==> src/rtl/bg_ram_arbiter.sv <==
// Background tile RAM arbiter: video tile fetch and Z80 share one RAM port.
// Video always wins arbitration; the CPU is held off with active-low BG_WAIT.
//
// state     | meaning
// ----------+----------------------------------------------------------
// S_IDLE    | port free; pick video if pending or requesting, else CPU
// S_VID_RD  | present latched video address to the RAM
// S_VID_CAP | RAM_Q holds video word; pulse VID_VALID
// S_CPU_RD  | present CPU address; write strobes for selected bytes
// S_CPU_CAP | RAM_Q holds CPU word; capture selected byte into CPU_DOUT
module bg_ram_arbiter #(
  parameter int ADDR_W   = 11,
  parameter int MIN_WAIT = 2
) (
  input  logic              master_clk,
  input  logic              RESET_N,
  input  logic              VID_REQ,
  input  logic [ADDR_W-1:0] VID_ADDR,
  output logic [15:0]       VID_DATA,
  output logic              VID_VALID,
  output logic              VID_MISS,
  input  logic              BACKGRAM_1,
  input  logic              BACKGRAM_2,
  input  logic              Z80_WR,
  input  logic [ADDR_W-1:0] CPU_ADDR,
  input  logic [7:0]        CPU_DIN,
  output logic [7:0]        CPU_DOUT,
  output logic              BG_WAIT,
  output logic [ADDR_W-1:0] RAM_ADDR,
  output logic              RAM_WE_LO,
  output logic              RAM_WE_HI,
  output logic [7:0]        RAM_DIN,
  input  logic [15:0]       RAM_Q
);

  localparam int CNT_W = $clog2(MIN_WAIT + 1);

  typedef enum logic [2:0] {
    S_IDLE,
    S_VID_RD,
    S_VID_CAP,
    S_CPU_RD,
    S_CPU_CAP
  } state_t;

  state_t             state_q, state_d;
  logic               cs_high_q;
  logic               cpu_pend, cpu_done;
  logic               vid_pend;
  logic [ADDR_W-1:0]  vid_addr;
  logic [15:0]        vid_data_q;
  logic [CNT_W-1:0]   wait_cnt;
  logic               cs_low, cs_fall, cnt_ok;

  // cs_high_q resets low so a select held through reset is not seen as a new access
  assign cs_low  = ~(BACKGRAM_1 & BACKGRAM_2);
  assign cs_fall = cs_high_q & cs_low;
  assign cnt_ok  = (wait_cnt >= CNT_W'(MIN_WAIT));

  assign BG_WAIT  = ~(cs_low & (cs_fall | cpu_pend | (cpu_done & ~cnt_ok)));
  assign VID_DATA = (state_q == S_VID_CAP) ? RAM_Q : vid_data_q;

  // arbitration state register
  always_ff @(posedge master_clk or negedge RESET_N) begin
    if (!RESET_N) state_q <= S_IDLE;
    else          state_q <= state_d;
  end

  // CPU access tracking: edge detect, pending/done flags, minimum-wait counter
  always_ff @(posedge master_clk or negedge RESET_N) begin
    if (!RESET_N) begin
      cs_high_q <= 1'b0;
      cpu_pend  <= 1'b0;
      cpu_done  <= 1'b0;
      wait_cnt  <= '0;
      CPU_DOUT  <= 8'h00;
    end else begin
      cs_high_q <= ~cs_low;
      if (cs_fall)                     cpu_pend <= 1'b1;
      else if (state_q == S_CPU_CAP)   cpu_pend <= 1'b0;
      if (!cs_low)                     cpu_done <= 1'b0;
      else if (state_q == S_CPU_CAP)   cpu_done <= 1'b1;
      if (cs_fall)                     wait_cnt <= CNT_W'(1);
      else if (cs_low && !cnt_ok)      wait_cnt <= wait_cnt + CNT_W'(1);
      if (state_q == S_CPU_CAP)
        CPU_DOUT <= BACKGRAM_1 ? RAM_Q[15:8] : RAM_Q[7:0];
    end
  end

  // video request latch; a request arriving while one is still pending is dropped
  always_ff @(posedge master_clk or negedge RESET_N) begin
    if (!RESET_N) begin
      vid_pend   <= 1'b0;
      vid_addr   <= '0;
      VID_MISS   <= 1'b0;
      vid_data_q <= 16'h0000;
    end else begin
      if (VID_REQ && !vid_pend) begin
        vid_pend <= 1'b1;
        vid_addr <= VID_ADDR;
      end else if (state_q == S_VID_RD) begin
        vid_pend <= 1'b0;
      end
      if (VID_REQ && vid_pend) VID_MISS <= 1'b1;
      if (state_q == S_VID_CAP) vid_data_q <= RAM_Q;
    end
  end

  // next state and RAM port drive
  always_comb begin
    state_d   = state_q;
    RAM_ADDR  = '0;
    RAM_WE_LO = 1'b0;
    RAM_WE_HI = 1'b0;
    RAM_DIN   = 8'h00;
    VID_VALID = 1'b0;
    unique case (state_q)
      S_IDLE: begin
        if (vid_pend || VID_REQ) state_d = S_VID_RD;
        else if (cpu_pend)       state_d = S_CPU_RD;
      end
      S_VID_RD: begin
        RAM_ADDR = vid_addr;
        state_d  = S_VID_CAP;
      end
      S_VID_CAP: begin
        VID_VALID = 1'b1;
        state_d   = S_IDLE;
      end
      S_CPU_RD: begin
        RAM_ADDR = CPU_ADDR;
        if (!Z80_WR) begin
          RAM_DIN   = CPU_DIN;
          RAM_WE_LO = ~BACKGRAM_1;
          RAM_WE_HI = ~BACKGRAM_2;
        end
        state_d = S_CPU_CAP;
      end
      S_CPU_CAP: begin
        state_d = S_IDLE;
      end
      default: state_d = S_IDLE;
    endcase
  end

endmodule
==> config.mk <==
export PLATFORM = sky130hd
export DESIGN_NAME = bg_ram_arbiter
export DESIGN_NICKNAME = d
export VERILOG_FILES = /design/src/rtl/bg_ram_arbiter.sv
export SDC_FILE = /design/constraint.sdc
export NUM_CORES = 1
export LEC_CHECK = 0
export CAP_MARGIN = 20
export CORE_ASPECT_RATIO = 0.8
export CORE_UTILIZATION = 38
export DETAILED_ROUTE_END_ITERATION = 6
export GPL_TIMING_DRIVEN = 0
export PLACE_DENSITY = 0.73
export SYNTH_ARGS = -nofsm -noshare
export SYNTH_HDL_FRONTEND = slang
export SYNTH_SLANG_ARGS = --single-unit
==> constraint.sdc <==
create_clock -name master_clk -period 2.7 [get_ports master_clk]
set_input_delay 0.54 -clock master_clk [delete_from_list [all_inputs] [get_ports master_clk]]
set_output_delay 0.54 -clock master_clk [all_outputs]
set_load 0.01 [all_outputs]
==> results of run 1 <==
-- final cells by class --
type / instances / area, um2 / area share [%]
Buffer: 8 / 55.1 / 1.66
Inverter: 5 / 21.3 / 0.642
Sequential cell: 45 / 1130 / 34.0
Timing Repair Buffer: 102 / 1060 / 32.1
Tap cell: 62 / 77.6 / 2.34
Multi-Input combinational cell: 110 / 887 / 26.8
Clock inverter: 2 / 10.0 / 0.302
Clock buffer: 6 / 72.6 / 2.19
-- through the flow --
step,utilization [%],TNS [ps],total power [mW],std cells
2_1_floorplan,-,0,2.11,168
3_3_place_gp,61.1,-9390,2.94,328
3_5_place_dp,61.4,0,2.98,329
4_1_cts,63.3,0,3.42,339
5_1_grt,64.3,0,3.56,340
6_report,64.3,0,3.33,340
-- flip-flops by register name, summed over array words and instances, names as in the netlist --
signal / count
CPU_DOUT: 8
VID_MISS: 1
cpu_done: 1
cpu_pend: 1
cs_high_q: 1
state_q: 3
vid_addr: 11
vid_data_q: 16
vid_pend: 1
wait_cnt: 2
-- repair_timing --
| action | 4_1_cts | 5_1_grt |
|---|---|---|
| pin swaps | 1 | 0 |
| setup endpoints to repair | 16 | 12 |
| setup buffers | 2 | 1 |
| gates resized for setup | 0 | 17 |
-- worst min path at each step --
stage / endpoint / startpoint / cells past startpoint
final: VID_MISS$_DFFE_PN0P_ / RESET_N / 1
after global routing: VID_MISS$_DFFE_PN0P_ / RESET_N / 1
after CTS: VID_MISS$_DFFE_PN0P_ / RESET_N / 1
after detailed placement: VID_MISS$_DFFE_PN0P_ / VID_MISS$_DFFE_PN0P_ / 1
after global placement: VID_MISS$_DFFE_PN0P_ / VID_MISS$_DFFE_PN0P_ / 1
after floorplan: CPU_DOUT[0]$_DFFE_PN0P_ / RESET_N / 0
-- layer usage --
metal	global-route usage [%]	vias to the layer above	part of all wire [%]
met4	8.90	0	1.9
met3	5.91	6	7.6
met2	28.3	57	47
li1	-	795	-
met5	0	-	0
met1	21.9	805	43
-- cells in the final DEF, fill, tap and decap left out, drive strengths merged --
master,count
dfrtp,45
mux2i,19
nor3,3
and4b,1
a21o,1
nor3b,1
buf,12
and4bb,1
o21ai,1
a21oi,11
a211o,1
clkbuf,7
nor2,25
a41oi,1
ha,1
and2,8
nand2,4
dlymetal6s2s,16
mux2,27
clkdlybuf4s50,81
nor2b,3
a2111oi,1
a211oi,1
inv,5
clkinv,2
-- kinds of logic after synthesis --
| logic type | Yosys count | synth area share [%] |
|---|---|---|
| DFF | 45 | 53.9 |
| muxes | 46 | 25.3 |
| buffers and inverters | 13 | 3.65 |
| and+or+nand+nor | 46 | 11.7 |
| AOI/OAI and AO/OA | 17 | 4.85 |
| adders and majority gates | 1 | 0.599 |
-- power by group --
part | switching (mW) | total (mW) | internal (mW) | leakage, nW
Combinational | 0.752 | 1.80 | 1.05 | 0.981
Sequential | 0.140 | 1.13 | 0.988 | 0.515
Clock | 0.216 | 0.396 | 0.179 | 0.0450
Total | 1.11 | 3.33 | 2.22 | 1.54
==> out/results.ini, run 1 <==
[outcome]
status=finished with violations
violations=DRC

[timing]
worst_slack_ps=165
rsz0062_at_grt=false
whs_ps=155
hold_viol_final=0
slew_violations=0
fin_worst_skew_ps=4.84
period_share_pct=93.9
worstMarginPinSlew_ps=458
fmax_mhz=394
setup_viol=0
fin_crit_ps=2540
relSlewSlack_pct=69.5

[pwr]
p_leak_nw=1.54
vdd_drop_max_uv=504
p_per_area_nw_per_um2=1000

[setup_path]
crit_fanout=10
crit_type=input port to primary output
cp_data_arrival_time_ps=2000
critPathSlowestCell=clkdlybuf4s50_1
path_cells=clkdlybuf4s50_1 -> and4bb_2 -> nor2b_1 -> clkdlybuf4s50_1
path_delay_family=buffers and inverters
cp-endpoint=RAM_WE_LO
regToRegEndpoint=CPU_DOUT[6]$_DFFE_PN0P_
path_depth=4
critPathLaunchType=input port
crit_path_frequent_cell=clkdlybuf4s50_1
critPathBufInv=2
r2r_setup_slack_ps=1180
startpoint=Z80_WR
reg2regPathDepth=4
worst_setup_path_end_kind=primary output
required_ps=2160
cpPeakStageDelay_ps=540
r2r_start=state_q[0]$_DFFE_PN0P_

[yosys]
synthArstFlopShare_pct=100
yosysTopAreaCell=dfrtp_1
yosys-top-cells-count=45 x dfrtp_1, 25 x nor2_1, 19 x mux2i_1
synth-edff-count=0
ys_types=27
ys_ff_latch=45
synth.most_common_cell=dfrtp_1
synth.top_cell.area_share_pct=53.9
syn_inst=168
synth_flop_cell=dfrtp_1
syn_avg_cell_area_um2=12.4
syn_area_um2=2090
synth_warnings=0
ys_seq_area_share_pct=53.9
synth_area_leaders=dfrtp_1 54%, mux2_2 9.7%, mux2i_1 9.1%, mux2_4 6.5%, nor2_1 4.5%
syn-num-nets=221

[min_path]
hp-class=input port to asynchronous set/reset pin

[global_routing]
antenna_found_initial=0
grt.total_usage_pct=17.7
grt_pass1_vias=1574
grt_pass1_wl_um=7680
grt_max_degree=30
overflow=0

[clock_network]
cts_made_buffers=5
ctsHoldBuffers=0
htree_levels=2
cts_sinks=45
clkLatencyLatePin_ps=300
cts_tree=yes
cts_root_buffer=clkbuf_8
cts.clk_slew.worst_paths_ps=80
cts.path.max_buffers=2

[die]
chipHeight_um=68.3
die_area_um2=5800
pin_count=100
dieWidth_um=84.9
start_util_pct=40.6
num_rows=23
coreArea_um2=5150

[placement]
io_buffers=98
post_dp_cell_area_um2=3160
gp_congestion=0.690
post-place-ws_ps=97.2
hpwl_um=3790

[job]
drv_cap=0

[route]
via_per_inst=4.89
wl_per_cell_um=14.9
drc=7
drtPass1Iterations=7
wirelength_um=5060
ant_nets=0
first_iter_violations=40
num_vias=1663

[layout]
area_delta_synth_final_pct=58.5
fillers=427
insertedDiodeCount=0
nets=330
fin_area_um2=3310
drive_gt1_share_pct=18.0

No activity file was read; power rests on OpenSTA's default activity.
==> run 2: changes to the inputs <==
--- a/config.mk
+++ b/config.mk
@@ -7,10 +7,11 @@
 export LEC_CHECK = 0
 export CAP_MARGIN = 20
 export CORE_ASPECT_RATIO = 0.8
+export CORE_MARGIN = 10
 export CORE_UTILIZATION = 38
 export DETAILED_ROUTE_END_ITERATION = 6
-export GPL_TIMING_DRIVEN = 0
 export PLACE_DENSITY = 0.73
 export SYNTH_ARGS = -nofsm -noshare
 export SYNTH_HDL_FRONTEND = slang
 export SYNTH_SLANG_ARGS = --single-unit
+export TNS_END_PERCENT = 50
==> run 2 against run 1 <==
Net effect:
- the flow now finishes without violations
- clock power barely moved
- maximum frequency shrank 2.3%
- highest routed layer unchanged
- clock skew rose by 1.2 ps
==> out/results.ini, run 2 (synthesized netlist as in run 1, its figures left out) <==
[outcome]
status=completed

[timing]
slew_violations=0
fmax_mhz=386
fin_crit_ps=2590
rsz0062_at_grt=false
period_share_pct=96.1
tns_ps=0
setup_viol=0
fin_worst_skew_ps=6.01
hold_viol_final=0
worstMarginPinSlew_ps=665
relSlewSlack_pct=55.6
whs_ps=224

[layout]
area_delta_synth_final_pct=55.0
drive_gt1_share_pct=15.8
nets=324
final_cell_mix=97 x clkdlybuf4s50_1, 44 x dfrtp_1, 25 x nor2_1, 19 x mux2i_1, 18 x mux2_2
top_regs=vid_data_q: 16 flops, vid_addr: 11 flops, CPU_DOUT: 8 flops
fillers=437
final_common_cell=clkdlybuf4s50_1
regMostFlops=vid_data_q
largest_reg_flops=16
insertedDiodeCount=0

[pwr]
p_leak_nw=1.37
clock_power_share_pct=11.8
p_sw_mw=1.10
intPower_mw=2.23
seqPwrFrac_pct=34.6
pwr-share-comb_pct=53.6
vdd_drop_max_uv=610
p_sw_share_pct=33.1
p_per_area_nw_per_um2=1030
p_total_mw=3.34

[setup_path]
regToRegEndpoint=CPU_DOUT[3]$_DFFE_PN0P_
r2r_setup_slack_ps=1190
critPathLaunchType=flop
cp_data_arrival_time_ps=2050
crit_fanout=17
reg2regPathDepth=4
r2r_start=state_q[1]$_DFFE_PN0P_
required_ps=2160
worst_setup_path_end_kind=primary output
crit_type=flop to primary output

[clock_network]
cts_root_buffer=clkbuf_8
clkLatencyLatePin_ps=290
ctsHoldBuffers=0
cts_sinks=45
cts.path.max_buffers=2
cts_made_buffers=5
cts_setup_buffers=0
cts_resized=0
htree_levels=2
cts.clk_slew.worst_paths_ps=80
cts_tree=yes

[global_routing]
antenna_found_initial=0
grt.total_usage_pct=13.1
grt_pass1_wl_um=9210
grt_max_degree=26
grt_pass1_vias=1832
overflow=0

[die]
start_util_pct=38.9
die_area_um2=8880
pin_count=100
num_rows=24
dieWidth_um=103
chipHeight_um=86.3
coreArea_um2=5380

[route]
wl_per_cell_um=16.3
ant_nets=0
drtPass1Iterations=6
num_vias=1587
wirelength_um=5490
drc=0
first_iter_violations=26
via_per_inst=4.71

[placement]
gp_congestion=0.776
io_buffers=99
hpwl_um=4310

[job]
drv_cap=0

[min_path]
hp-class=input port to asynchronous set/reset pin

[run 2: cell types whose count changed in the layout (fill, tap and decap cells not counted), sizes merged]
cell | before | now
clkdlybuf4s50 | 81 | 97
buf | 12 | 6
clkbuf | 7 | 8
clkinv | 2 | 0
dlymetal6s2s | 16 | 1
[run 2: worst max-delay path, stage by stage (launching register included)]
cell	delay, ps
dfrtp_2	480
nor3_4	230
buf_12	200
mux2_2	360
clkdlybuf4s50_1	490
[run 2: worst max-delay path by stage]
| stage | from | to | cells after the start |
|---|---|---|---|
| final | state_q[0]$_DFFE_PN0P_ | VID_DATA[3] | 4 |
| after global routing | state_q[0]$_DFFE_PN0P_ | VID_DATA[2] | 4 |
| after CTS | state_q[0]$_DFFE_PN0P_ | VID_DATA[0] | 4 |
| after detailed placement | Z80_WR | RAM_WE_HI | 4 |
| after global placement | Z80_WR | RAM_WE_LO | 4 |
| after floorplan | state_q[0]$_DFFE_PN0P_ | VID_DATA[10] | 4 |
[run 2: through the flow]
step | cells | cell area, um2 | utilization [%] | setup slack [ps]
global placement | 329 | 3150 | 58.6 | 176
floorplan | 168 | 2090 | - | 777
finish | 337 | 3240 | 60.3 | 106
CTS | 337 | 3230 | 60.1 | 27.8
global route | 337 | 3240 | 60.3 | 14.1
detailed placement | 329 | 3150 | 58.6 | 164
[run 2: area by class of cell]
cell class | instances | area (um2) | area share (%)
repair buffers | 104 | 1040 | 32.2
flip-flops and latches | 45 | 1130 | 34.8
multi-input cells | 110 | 887 | 27.4
inverters | 5 | 21.3 | 0.657
well taps | 65 | 81.3 | 2.51
clock buffers | 8 | 80.1 | 2.47
[run 2: layer usage]
metal / track usage [%] / vias up / routed length, um
met2: 20.2 / 55 / 2520
met3: 6.76 / 4 / 620
li1: - / 782 / -
met4: 4.29 / 0 / 44
met5: 0 / - / 0
met1: 15.3 / 746 / 2300
[run 2: power groups by stage]
| stage | Sequential [mW] | Clock, mW | Combinational (mW) |
|---|---|---|---|
| after floorplan | 1.13 | 0 | 0.975 |
| after global placement | 1.16 | 0 | 1.80 |
| after detailed placement | 1.16 | 0 | 1.81 |
| after CTS | 1.15 | 0.410 | 1.83 |
| after global routing | 1.20 | 0.435 | 1.97 |
| final | 1.16 | 0.393 | 1.79 |
